===== src/rtl/music_pkg.sv =====
// music_pkg: shared definitions for the music_player note sequencer.
// Holds the note code constants, the base-octave frequency table, the
// sequencer state enum and the half-period derivation used by note_period.
package music_pkg;

    // Note codes: 0..2 are rests, 3..14 are the twelve semitones of the base octave.
    localparam logic [5:0] NOTE_REST = 6'd0;
    localparam logic [5:0] NOTE_C    = 6'd3;
    localparam logic [5:0] NOTE_CS   = 6'd4;
    localparam logic [5:0] NOTE_D    = 6'd5;
    localparam logic [5:0] NOTE_DS   = 6'd6;
    localparam logic [5:0] NOTE_E    = 6'd7;
    localparam logic [5:0] NOTE_F    = 6'd8;
    localparam logic [5:0] NOTE_FS   = 6'd9;
    localparam logic [5:0] NOTE_G    = 6'd10;
    localparam logic [5:0] NOTE_GS   = 6'd11;
    localparam logic [5:0] NOTE_A    = 6'd12;
    localparam logic [5:0] NOTE_AS   = 6'd13;
    localparam logic [5:0] NOTE_B    = 6'd14;

    localparam int SEMITONES = 12;

    // C2..B2 frequencies in centi-Hz (C2 = 65.406 Hz -> 6541).
    localparam int BASE_FREQ_CHZ [SEMITONES] = '{
        6541, 6930, 7342, 7778, 8241, 8731,
        9250, 9800, 10383, 11000, 11654, 12347
    };

    typedef enum logic [2:0] {
        ST_IDLE,
        ST_FETCH,
        ST_LOAD,
        ST_PLAY,
        ST_GAP
    } state_t;

    // Half-period in clock cycles of semitone `semi` in the base octave:
    // floor(clk_hz / (2 * f)), with f in centi-Hz. Saturates at 24 bits.
    function automatic logic [23:0] base_half(input int clk_hz, input int semi);
        longint num;
        longint den;
        longint q;
        num = longint'(clk_hz) * 64'sd100;
        den = 64'sd2 * longint'(BASE_FREQ_CHZ[semi]);
        q   = num / den;
        if (q > 64'sd16777215) begin
            q = 64'sd16777215;
        end
        return q[23:0];
    endfunction

endpackage


===== src/rtl/note_period.sv =====
// note_period: combinational decode of a 6-bit note code into a 24-bit
// tone half-period (clock cycles) plus a rest flag. Octave and semitone are
// split with a compare chain; the base-octave table is shifted per octave.
module note_period
    import music_pkg::*;
#(
    parameter int CLK_HZ = 100_000_000
) (
    input  logic [5:0]  note_code,
    output logic [23:0] half,
    output logic        rest
);

    logic [23:0] base_tbl [SEMITONES];
    logic [5:0]  pitch;
    logic [3:0]  semi;
    logic [2:0]  octave;
    logic [23:0] shifted;

    generate
        for (genvar gi = 0; gi < SEMITONES; gi++) begin : g_base
            assign base_tbl[gi] = base_half(CLK_HZ, gi);
        end
    endgenerate

    // Split the pitch index into octave and semitone without a divider
    always_comb begin
        pitch  = note_code - NOTE_C;
        octave = 3'd0;
        semi   = 4'(pitch);
        if (pitch >= 6'd60) begin
            octave = 3'd5;
            semi   = 4'(pitch - 6'd60);
        end else if (pitch >= 6'd48) begin
            octave = 3'd4;
            semi   = 4'(pitch - 6'd48);
        end else if (pitch >= 6'd36) begin
            octave = 3'd3;
            semi   = 4'(pitch - 6'd36);
        end else if (pitch >= 6'd24) begin
            octave = 3'd2;
            semi   = 4'(pitch - 6'd24);
        end else if (pitch >= 6'd12) begin
            octave = 3'd1;
            semi   = 4'(pitch - 6'd12);
        end
    end

    // Each octave up halves the period; a zero result is clamped to one cycle
    always_comb begin
        shifted = base_tbl[semi] >> octave;
        rest    = (note_code < NOTE_C);
        half    = (shifted == 24'd0) ? 24'd1 : shifted;
    end

endmodule


===== src/rtl/music_player.sv =====
// music_player: steps through the note ROM, decodes each note and plays it
// as a square wave on the buzzer for NOTE_TICKS cycles, followed by a silent
// gap of GAP_TICKS cycles.
// Optional feature macro: MUSIC_PLAYER_LOOP_EN -- when defined, playback wraps
// from address 255 back to 0 forever; otherwise the sequencer stops in IDLE
// after address 255 and waits for play to fall and rise again.
module music_player
    import music_pkg::*;
#(
    parameter int CLK_HZ     = 100_000_000,
    parameter int NOTE_TICKS = 25_000_000,
    parameter int GAP_TICKS  = 2_500_000
) (
    input  logic       clk,
    input  logic       rst,
    input  logic       play,
    input  logic       rewind,
    output logic [7:0] rom_addr,
    input  logic [7:0] rom_note,
    output logic       buzzer,
    output logic [5:0] cur_note,
    output logic       note_strobe,
    output logic       playing
);

    localparam logic [31:0] NOTE_LAST = 32'(NOTE_TICKS - 1);
    localparam logic [31:0] GAP_LAST  = 32'(GAP_TICKS - 1);
    localparam logic [7:0]  ADDR_LAST = 8'd255;

    state_t      state_reg, state_next;
    logic [7:0]  addr_reg, addr_next;
    logic        buzzer_reg, buzzer_next;
    logic [5:0]  note_reg, note_next;
    logic        strobe_reg, strobe_next;
    logic [23:0] half_reg, half_next;
    logic        rest_reg, rest_next;
    logic [23:0] tone_reg, tone_next;
    logic [31:0] dur_reg, dur_next;
    // A rewind seen mid-note is remembered so the end-of-gap increment is skipped.
    logic        rew_pend_reg, rew_pend_next;
    // Set when playback ran off the end of the ROM; cleared once play drops.
    logic        done_reg, done_next;

    logic [23:0] dec_half;
    logic        dec_rest;
    logic [1:0]  rom_unused;

    // The two top bits of the ROM word carry no meaning for playback.
    assign rom_unused = rom_note[7:6];

    note_period #(
        .CLK_HZ (CLK_HZ)
    ) u_note_period (
        .note_code (rom_note[5:0]),
        .half      (dec_half),
        .rest      (dec_rest)
    );

    // State and datapath registers; reset returns to the silent idle state
    always_ff @(posedge clk or posedge rst) begin
        if (rst) begin
            state_reg    <= ST_IDLE;
            addr_reg     <= 8'd0;
            buzzer_reg   <= 1'b0;
            note_reg     <= 6'd0;
            strobe_reg   <= 1'b0;
            half_reg     <= 24'd1;
            rest_reg     <= 1'b0;
            tone_reg     <= 24'd0;
            dur_reg      <= 32'd0;
            rew_pend_reg <= 1'b0;
            done_reg     <= 1'b0;
        end else begin
            state_reg    <= state_next;
            addr_reg     <= addr_next;
            buzzer_reg   <= buzzer_next;
            note_reg     <= note_next;
            strobe_reg   <= strobe_next;
            half_reg     <= half_next;
            rest_reg     <= rest_next;
            tone_reg     <= tone_next;
            dur_reg      <= dur_next;
            rew_pend_reg <= rew_pend_next;
            done_reg     <= done_next;
        end
    end

    // Sequencer next-state logic: fetch, load, play, gap, with pause and rewind
    always_comb begin
        state_next    = state_reg;
        addr_next     = addr_reg;
        buzzer_next   = buzzer_reg;
        note_next     = note_reg;
        strobe_next   = 1'b0;
        half_next     = half_reg;
        rest_next     = rest_reg;
        tone_next     = tone_reg;
        dur_next      = dur_reg;
        rew_pend_next = rew_pend_reg;
        done_next     = done_reg;

        case (state_reg)
            ST_IDLE: begin
                if (!play) begin
                    done_next = 1'b0;
                end else if (!done_reg) begin
                    state_next = ST_FETCH;
                end
            end

            default: begin
                if (!play) begin
                    // Pause: go silent, keep the address so the note restarts on resume.
                    state_next    = ST_IDLE;
                    buzzer_next   = 1'b0;
                    note_next     = 6'd0;
                    tone_next     = 24'd0;
                    dur_next      = 32'd0;
                    rew_pend_next = 1'b0;
                end else begin
                    rew_pend_next = rew_pend_reg | rewind;
                    case (state_reg)
                        ST_FETCH: begin
                            state_next = ST_LOAD;
                        end

                        ST_LOAD: begin
                            note_next   = rom_note[5:0];
                            strobe_next = 1'b1;
                            half_next   = dec_half;
                            rest_next   = dec_rest;
                            tone_next   = 24'd0;
                            dur_next    = 32'd0;
                            buzzer_next = 1'b0;
                            state_next  = ST_PLAY;
                        end

                        ST_PLAY: begin
                            if (tone_reg == half_reg - 24'd1) begin
                                tone_next = 24'd0;
                                if (!rest_reg) begin
                                    buzzer_next = ~buzzer_reg;
                                end
                            end else begin
                                tone_next = tone_reg + 24'd1;
                            end
                            if (dur_reg == NOTE_LAST) begin
                                dur_next    = 32'd0;
                                tone_next   = 24'd0;
                                buzzer_next = 1'b0;
                                state_next  = ST_GAP;
                            end else begin
                                dur_next = dur_reg + 32'd1;
                            end
                        end

                        ST_GAP: begin
                            buzzer_next = 1'b0;
                            if (dur_reg == GAP_LAST) begin
                                dur_next      = 32'd0;
                                rew_pend_next = 1'b0;
                                if (rew_pend_reg || rewind) begin
                                    addr_next  = 8'd0;
                                    state_next = ST_FETCH;
                                end else if (addr_reg == ADDR_LAST) begin
                                    addr_next = 8'd0;
`ifdef MUSIC_PLAYER_LOOP_EN
                                    state_next = ST_FETCH;
`else
                                    state_next = ST_IDLE;
                                    done_next  = 1'b1;
                                    note_next  = 6'd0;
`endif
                                end else begin
                                    addr_next  = addr_reg + 8'd1;
                                    state_next = ST_FETCH;
                                end
                            end else begin
                                dur_next = dur_reg + 32'd1;
                            end
                        end

                        default: begin
                            state_next = ST_IDLE;
                        end
                    endcase
                end
            end
        endcase

        // Rewind always wins over any address change made above.
        if (rewind) begin
            addr_next = 8'd0;
        end
    end

    assign rom_addr    = addr_reg;
    assign buzzer      = buzzer_reg;
    assign cur_note    = note_reg;
    assign note_strobe = strobe_reg;
    assign playing     = (state_reg != ST_IDLE);

endmodule


===== config.mk =====
export PLATFORM = sky130hd
export DESIGN_NAME = music_player
export DESIGN_NICKNAME = d
export VERILOG_FILES = /design/src/rtl/music_pkg.sv /design/src/rtl/note_period.sv /design/src/rtl/music_player.sv
export SDC_FILE = /design/constraint.sdc
export NUM_CORES = 1
export LEC_CHECK = 0
export CAP_MARGIN = 0
export CORE_MARGIN = 5
export CORE_UTILIZATION = 55
export DETAILED_ROUTE_END_ITERATION = 16
export PLACE_DENSITY_LB_ADDON = 0.08
export SLEW_MARGIN = 20
export SYNTH_ARGS = -nofsm -noshare
export SYNTH_HDL_FRONTEND = slang
export SYNTH_SLANG_ARGS = --single-unit

===== constraint.sdc =====
create_clock -name clk -period 5.4 [get_ports clk]
set_clock_uncertainty 0.2 [all_clocks]
set_input_delay 1.62 -clock clk [delete_from_list [all_inputs] [get_ports clk]]
set_output_delay 1.62 -clock clk [all_outputs]
set_load 0.02 [all_outputs]

==> Word-level counts from Yosys, hierarchy flattened <==
Memories as Yosys holds them, arrays and structs flattened.
Index checks and enable logic that the tools add are counted.
Widths: inputs -> output; s select.
{ "word_totals": {"register_bits": 102, "rom_bits": 384, "input_bits": 12, "output_inout_bits": 17, "word_cells": 138, "n_memories": 1} }
{ "mem_list": {"columns": ["name", "words", "width", "rd", "rd_clocked_by_memory_dff", "wr", "line", "source"], "rows": [
  ["(no name shown)", 16, 24, 1, 0, 0, "note_period.sv:51", "shifted = base_tbl[semi] >> octave;"]
]} }
{ "classes": {"n_addsub": 10, "magnitude_cmp": 7, "eq_ne": 24, "shifts": 1, "muxes": 60, "n_bitwise": 4, "n_reduce_logical": 20} }
{ "ops": {"columns": ["cell", "n"], "rows": [
  ["$mux 24", 6],
  ["$mux 32", 3],
  ["$pmux 32 s3", 1],
  ["$mux 8", 7],
  ["$pmux 24 s2", 1],
  ["$add 32x1->32 const B", 1],
  ["$eq 32x22->1 const B", 1],
  ["$eq 32x25->1 const B", 1],
  ["$mux 3", 10],
  ["$add 24x1->24 const B", 1],
  ["$eq 24x24->1", 1],
  ["$logic_not 24->1", 1],
  ["$mux 6", 4],
  ["$shr 24x3->24", 1],
  ["$sub 24x1->24 const B", 1],
  ["$mux 1", 20],
  ["$mux 4", 5],
  ["$ge 6x6->1 const B", 3],
  ["$reduce_bool 2->1", 7],
  ["$ne 4x4->1 const B", 3],
  ["$pmux 3 s4", 1],
  ["$pmux 6 s2", 1],
  ["$reduce_and 4->1", 3],
  ["$sub 4x4->4 const B", 3],
  ["31 further kinds", 40]
]} }

==> Logic depth before layout (Yosys ltp) <==
Gate-level depths: netlist (run 1).
{ "depth": {"ltp_word": 14, "mapped_depth": 18, "depth_no_buf": 15} }

==> Hierarchy <==
Synthesis (run 1) repeated with hierarchy kept, for this count alone.
{ "hier_totals": {"hier_cells": 923, "hier_area_um2": 7768.7} }
{ "by_module_without_submodules": {"columns": ["mod", "n_inst", "cells_each", "area_per_inst_um2", "seq_area_each_um2"], "rows": [
  ["music_player", 1, 628, 5796.8, 2553.7],
  ["note_period", 1, 295, 1971.9, 0.0]
]} }

==> Worst setup path before layout (run 1) <==
OpenSTA, ideal clock, no wires.
{ "synth_path": {"kind": "input-to-reg", "from": "in rom_note[0]", "to": "reg half_reg[2]", "setup_ns": 0.132, "arrival_ns": 4.950, "required_time_ns": 5.068, "slack_ns": 0.118, "path_stages": 16, "path_buffers": 2, "path_cell_list": "ha_1 > buf_2 > nor2b_1 > nor2_1 > clkbuf_1 > ha_1 > nor3b_1 > a211o_1 > a21oi_2 > o21bai_2 > xnor2_1 > ha_1 > a21oi_1 > o21ai_1 > a221oi_1 > o21ai_1"} }
{ "synth_between": {"elab_chain_len": 14, "elab_cells_between_ends": 28, "cone_classes": "add/sub (6); order compare (5); shift (1); mux (13); bitwise (1); reduce/logical (1); memory (1)"} }
{ "synth_lines": {"columns": ["item", "line", "source"], "rows": [
  ["start, declared", "music_player.sv:19", "input logic [7:0] rom_note,"],
  ["$sub 6x2->6 (*)", "note_period.sv:28", "pitch = note_code - NOTE_C;"],
  ["$ge 6x4->1 or $sub 4x4->4 (tied branches)", "note_period.sv:43, note_period.sv:33, note_period.sv:45", null],
  ["$mux 4", "note_period.sv:43", "end else if (pitch >= 6'd12) begin"],
  ["$mux 4", "note_period.sv:40", "end else if (pitch >= 6'd24) begin"],
  ["$mux 4", "note_period.sv:37", "end else if (pitch >= 6'd36) begin"],
  ["$mux 4", "note_period.sv:34", "end else if (pitch >= 6'd48) begin"],
  ["$mux 4", "note_period.sv:31", "if (pitch >= 6'd60) begin"],
  ["$not 4->5 (not written as such)", "note_period.sv:51", null],
  ["$mem_v2 16x24", null, null],
  ["$mux 24 (not written as such) (2 in a row)", "note_period.sv:51", null],
  ["$shr 24x3->24 (*)", "note_period.sv:51", null],
  ["$logic_not 24->1", "note_period.sv:53", "half = (shifted == 24'd0) ? 24'd1 : shifted;"],
  ["$mux 24 (*)", "note_period.sv:53", null],
  ["end signal, assigned", "music_player.sv:79", "half_reg <= half_next;"],
  ["end, declared", "music_player.sv:35", "logic [23:0] half_reg, half_next;"]
]} }
Mark *: on every way between the ends. The rest lies on a longest branch, timed or not. The select of a mux whose other input is x is not followed.
A chain may end at the register's enable or synchronous reset.

==> Final worst setup path (run 1) <==
{ "layout_path": {"from": "in rom_note[0]", "to": "reg half_reg[4]"} }
The elaborated chain is that of the path after synthesis.

==> run_results.csv, run 1 <==
group,metric,value,unit
logic_synthesis,yosys.area.top_type_share,0.328,
job,drv_cap,0,
power_and_ir_drop,power_density,352,nW/µm²
setup_path,crit_chain,"clkdlybuf4s50_1 -> ha_1 -> nor2b_1 -> nor2_1 -> buf_4 -> ha_1 -> nor3b_1 -> a211o_1 -> a21oi_4 -> o21bai_2 -> xnor2_1 -> ha_1 -> a21oi_1 -> o21ai_1 -> a221oi_1 -> o21ai_1",
timing,setup-violations-final,0,
layout,syn_to_final_growth,12.9,%
timing,final.setup.tns,0,ps
logic_synthesis,synth.distinct_cells,87,
setup_path,critPathLaunchType,"primary input",
setup_path,endpoint_kind,"register",
grt,use_met2,0.378,
logic_synthesis,synth.top_cells.by_count,"nor2_1, dfrtp_1, nand2_1",
logic_synthesis,synth_flop_cell,"dfrtp_1",
grt,busiest_layer,"met2",
logic_synthesis,synth_top_family_by_area,"simple AND/OR/NAND/NOR gates",
timing,worst_slew_pin_slew,916,ps
placement,port_buffers,26,
clock_tree,cts_tree,"built",
setup_path,r2r_start,"dur_reg[7]$_DFFE_PP0P_",
grt,overflow,0,
setup_path,r2r-end,"dur_reg[24]$_DFFE_PP0P_",
setup_path,slowest_stage,"clkdlybuf4s50_1",
logic_synthesis,synth_area_leader_cell,"dfrtp_1",
power_and_ir_drop,power_frac_seq,0.349,
placement,dp.cells,1115,
timing,fmax,195,MHz
layout,finalNetCount,978,
setup_path,r2r_cells,8,
setup_path,cp_slowest_stage_delay,420,ps
die,die_w,126,µm
logic_synthesis,syn_area_per_cell,8.11,µm²
timing,fin_crit,5120,ps
die,io_pins,29,
routing,antenna_left,0,
grt,antenna_found_initial,0,
logic_synthesis,yosysMostFrequentCell,"nor2_1",
layout,n_antenna_cell,0,
timing,hold_viol_final,0,
hold_path,hold_depth,1,
logic_synthesis,synth_edf_count,0,
routing,wl_per_cell,16.5,µm
clock_tree,path_clk_slew,70,ps
hold_path,hp-start,"rom_addr[7]$_DFFE_PP0P_",
power_and_ir_drop,intPower,0.00175,W
logic_synthesis,synth_area,7400,µm²
setup_path,ff2ff_setup_slack,1900,ps
setup_path,cp_max_fo,4,
logic_synthesis,netlist_top_cells_area,"dfrtp_1, nor2_1, nand2_1",
hold_path,hold_class,"reg2reg",
routing,drc_errors,0,
power_and_ir_drop,ir_drop,0.000205,V
clock_tree,clock_latency,350,ps
grt,grt_pass1_wl,31800,µm
routing,routed_wl,18600,µm
timing,slew_viol_final,0,
routing,dr.pass1.iters,5,
logic_synthesis,syn_nets,940,
power_and_ir_drop,leakagePower,3.45,nW
routing,drt-initial-drc-count,539,
clock_tree,clockBufferDepth,2,
power_and_ir_drop,p_sw,0.00119,W
logic_synthesis,synth-simple-area-share,0.258,
logic_synthesis,synthCells,912,
power_and_ir_drop,pwr-share-comb,0.427,
clock_tree,htree_levels,3,
grt,grt_pass1_vias,6587,
routing,vias,6943,
run_status,status,"completed",
logic_synthesis,synth_compound_area_frac,0.223,
die,start_util,0.561,
setup_path,path_common_cell,"ha_1",
setup_path,critical_path_class,"in2reg",
clock_tree,cts_setup_buffers,0,
logic_synthesis,synthArstFlopShare,1.00,
logic_synthesis,synth_xor_area_frac,0.0782,
power_and_ir_drop,p_sw_frac,0.405,
grt,track_usage,0.235,
grt,use_met1,0.324,
layout,drive_gt1_frac,0.112,
die,dieArea,15900,µm²
logic_synthesis,yosys_warnings,0,
grt,grt_use_met3,0.0402,
layout,fin_cells,1130,
placement,dpl.hpwl,13700,µm
clock_tree,cts_buffers,9,
layout,fillers,1168,
hold_path,hold_end,"rom_addr[7]$_DFFE_PP0P_",
routing,avgViaCountPerCell,6.14,
die,num_rows,42,
grt,grt_max_degree,45,
logic_synthesis,synthAdderAreaFrac,0.0298,
layout,largest_reg_flops,32,
logic_synthesis,synth_mux_area_frac,0.0249,
logic_synthesis,synth_seq_cells,98,
placement,place_congestion,0.954,
timing,rsz0062_at_grt,"false",
die,die_h,126,µm
die,core,13200,µm²
power_and_ir_drop,p_clk_frac,0.224,
clock_tree,root_buffer,"clkbuf_16",
setup_path,cp.arrival,5120,ps
timing,max-slew-margin-rel,0.384,
setup_path,critPathRequiredTime,5410,ps
clock_tree,cts_sinks,98,
timing,finalCritPeriodShare,0.947,
logic_synthesis,yosysSeqAreaShare,0.332,
final cells by class:
type | instances | area (µm²) | share of cell area
Sequential cell | 98 | 2450 | 0.294
Tap cell | 176 | 220 | 0.0264
Clock inverter | 5 | 63.8 | 0.00764
Inverter | 32 | 123 | 0.0147
Timing Repair Buffer | 82 | 706 | 0.0845
Multi-Input combinational cell | 727 | 4550 | 0.544
Clock buffer | 10 | 239 | 0.0286
worst max-delay path, delay by kind of cell:
| kind | cells | cell delay [ps] |
|---|---|---|
| AO/OA/AOI/OAI | 7 | 1450 |
| XOR/XNOR | 1 | 310 |
| adder cells (fa/ha/maj) | 3 | 730 |
| buffers and inverters | 2 | 580 |
| AND/OR/NAND/NOR | 3 | 430 |
what timing repair did:
action                                  4_1_cts  5_1_grt
endpoints found under the setup margin        0        9
hold buffers                                  0        0
resized for setup                             0        3
kinds of logic after synthesis:
family / count (synthesis)
buffers and inverters: 87
AND/OR/NAND/NOR: 385
adder cells (fa/ha/maj): 18
multiplexers: 18
AO/OA/AOI/OAI: 240
XOR/XNOR: 66
flip-flops: 98
worst max-delay path by stage:
stage / slack [ps] / to / start
3_5_place_dp: -180 / half_reg[9]$_DFFE_PP0P_ / rom_note[0]
6_report: 280 / half_reg[4]$_DFFE_PP0P_ / rom_note[0]
5_1_grt: 10 / half_reg[10]$_DFFE_PP0P_ / rom_note[1]
4_1_cts: 160 / half_reg[9]$_DFFE_PP0P_ / rom_note[0]
3_3_place_gp: -80 / half_reg[2]$_DFFE_PP0P_ / rom_note[0]
2_1_floorplan: 120 / half_reg[2]$_DFFE_PP0P_ / rom_note[0]
through the flow:
| stage | util | hold slack, ps | cell area, µm² | power (W) | setup WS (ps) |
|---|---|---|---|---|---|
| floorplan | - | 277 | 7400 | 0.00189 | 118 |
| global placement | 0.609 | 293 | 8040 | 0.00223 | -75.3 |
| detailed placement | 0.609 | 301 | 8040 | 0.00228 | -178 |
| CTS | 0.632 | 307 | 8340 | 0.00294 | 157 |
| global route | 0.633 | 345 | 8350 | 0.00313 | 13.7 |
| finish | 0.633 | 311 | 8350 | 0.00294 | 284 |
power by group through the flow:
stage / logic (W) / clock network, W / registers [W]
final: 0.00125 / 0.000658 / 0.00102
after global routing: 0.00138 / 0.000702 / 0.00105
after CTS: 0.00125 / 0.000671 / 0.00102
after detailed placement: 0.00124 / 0 / 0.00104
after global placement: 0.00121 / 0 / 0.00103
after floorplan: 0.000897 / 0 / 0.000997
cells in the final DEF (no fill, tap or decap), drive strengths merged, types with 16 or more instances in the layout:
cell type      count
buf               56
nand3             43
inv               32
xnor2             32
clkdlybuf4s50     26
a21oi             58
and3              19
nor3              25
dfrtp             97
nand2             95
nor2             120
o21ai             63
ha                16
xor2              34
routing by layer:
| layer | routed length (µm) | share of wire | vias up |
|---|---|---|---|
| met3 | 955 | 0.051 | 30 |
| met4 | 324 | 0.017 | 0 |
| met2 | 8830 | 0.47 | 209 |
| met1 | 8510 | 0.46 | 3341 |
| met5 | 0 | 0 | - |
| li1 | - | - | 3363 |
(Power assumes the default switching activity.)
==> inputs of run 2 (changes only) <==
- SKIP_LAST_GASP: not set -> 1
- clock period: 5.4 -> 5.5 ns (I/O delays scaled with it)
==> run_results.csv, run 2 (same netlist as run 1, synthesis figures left out) <==
group,metric,value,unit
setup_path,crit_chain,"clkdlybuf4s50_1 -> ha_1 -> nor2b_1 -> nor2_1 -> buf_4 -> ha_1 -> nor3b_1 -> a211o_1 -> a21oi_2 -> o21bai_2 -> xnor2_1 -> ha_1 -> a21oi_1 -> o21ai_1 -> a221oi_1 -> o21ai_1",
clock_tree,cts_tree,"built",
die,io_pins,29,
grt,grt_use_met3,0.0377,
setup_path,critPathRequiredTime,5510,ps
die,start_util,0.561,
layout,mostFrequentLayoutCells,"nor2_1, dfrtp_1, nand2_1, o21ai_0, a21oi_1",
setup_path,cp_slowest_stage_delay,420,ps
setup_path,cp.arrival,5140,ps
layout,fillers,1145,
routing,wl_per_cell,16.5,µm
timing,hold_viol_final,0,
timing,final.setup.tns,0,ps
clock_tree,clockBufferDepth,2,
routing,drc_errors,0,
timing,worst_slew_pin_slew,960,ps
placement,port_buffers,26,
clock_tree,path_clk_slew,70,ps
setup_path,critPathBufInv,2,
setup_path,cp_max_fo,4,
layout,drive_gt1_frac,0.110,
grt,busiest_layer,"met2",
die,core,13200,µm²
power_and_ir_drop,ir_drop,0.000208,V
setup_path,endpoint_kind,"register",
clock_tree,cts_setup_buffers,0,
placement,dpl.hpwl,13600,µm
run_status,status,"completed",
hold_path,hold_class,"reg2reg",
clock_tree,htree_levels,3,
setup_path,slowest_stage,"clkdlybuf4s50_1",
die,dieArea,15900,µm²
grt,grt_max_degree,38,
grt,track_usage,0.236,
timing,fin_crit,5130,ps
setup_path,path_common_cell,"ha_1",
timing,rsz0062_at_grt,"false",
routing,avgViaCountPerCell,6.16,
layout,syn_to_final_growth,12.3,%
die,die_w,126,µm
clock_tree,clock_latency,350,ps
grt,overflow,0,
setup_path,startpoint,"rom_note[0]",
timing,fmax,195,MHz
grt,use_met1,0.328,
layout,multi_input_area,4540,µm²
job,drv_cap,0,
clock_tree,hold_buffers,0,
power_and_ir_drop,leakagePower,3.44,nW
clock_tree,cts_buffers,9,
setup_path,critPathLaunchType,"primary input",
placement,place_congestion,0.979,
layout,final_area,8310,µm²
grt,grt_pass1_wl,31900,µm
layout,finalNetCount,976,
layout,mostFrequentLayoutCell,"nor2_1",
placement,placed_cell_area,8010,µm²
timing,max-slew-margin-rel,0.355,
setup_path,path_delay_family,"compound AO/OA/AOI/OAI gates",
power_and_ir_drop,power_density,344,nW/µm²
clock_tree,cts_resized,0,
timing,slew_viol_final,0,
layout,n_antenna_cell,0,
die,die_h,126,µm
routing,drt-initial-drc-count,642,
routing,antenna_left,0,
grt,grt_pass1_vias,6516,
power_and_ir_drop,p_total,0.00285,W
layout,largest_reg_flops,32,
routing,routed_wl,18700,µm
die,num_rows,42,
grt,antenna_found_initial,0,
hold_path,hp-start,"rom_addr[6]$_DFFE_PP0P_",
grt,use_met2,0.392,
clock_tree,root_buffer,"clkbuf_16",
routing,vias,6960,
timing,setup-violations-final,0,
routing,dr.pass1.iters,5,
clock_tree,cts_sinks,98,
timing,finalCritPeriodShare,0.934,
setup_path,r2r_start,"dur_reg[7]$_DFFE_PP0P_",
setup_path,critical_path_class,"in2reg",
layout,seq_area,2450,µm²
run 2: per-layer routing:
metal / routed length [µm] / vias to the layer above
met5: 0 / -
met4: 195 / 0
met3: 872 / 18
met2: 8980 / 188
met1: 8610 / 3394
li1: - / 3360
run 2: metrics by stage:
stage          hold WS (ps)  worst slack (ps)  std cells   util
6_report                318               365       1129  0.630
2_1_floorplan           277               188        912      -
3_5_place_dp            305              16.3       1113  0.607
5_1_grt                 334              90.3       1129  0.630
4_1_cts                 315               368       1129  0.630
3_3_place_gp            291              82.3       1113  0.607
run 2: cell type report:
type / count / area share
clock buffers: 10 / 0.0288
clock inverters: 6 / 0.00708
inverters: 32 / 0.0148
multi-input cells: 727 / 0.546
flip-flops and latches: 98 / 0.295
well taps: 176 / 0.0265
repair buffers: 80 / 0.0816
run 2: worst paths after layout:
path	end	slack (ps)	depth (start not counted)
worst max-delay path	half_reg[2]$_DFFE_PP0P_	370	16
worst min-delay path	rom_addr[6]$_DFFE_PP0P_	320	1
worst max register to register	dur_reg[30]$_DFFE_PP0P_	1550	7
worst min register to register	rom_addr[6]$_DFFE_PP0P_	320	1
max in group asynchronous	dur_reg[6]$_DFFE_PP0P_	2840	3
min in group asynchronous	tone_reg[10]$_DFFE_PP0P_	1460	2
run 2: worst reg2reg max path: cells and delay by family (launching register included):
kind / cells / cell delay [ps]
and+or+nand+nor: 5 / 2280
DFF: 1 / 430
AOI/OAI and AO/OA: 2 / 890
run 2: where the power goes:
group	internal, W	total [W]	switching (W)	leakage (nW)
Combinational	0.000501	0.00122	0.000714	1.98
Clock	0.000330	0.000626	0.000296	0.148
Sequential	0.000841	0.00101	0.000172	1.31
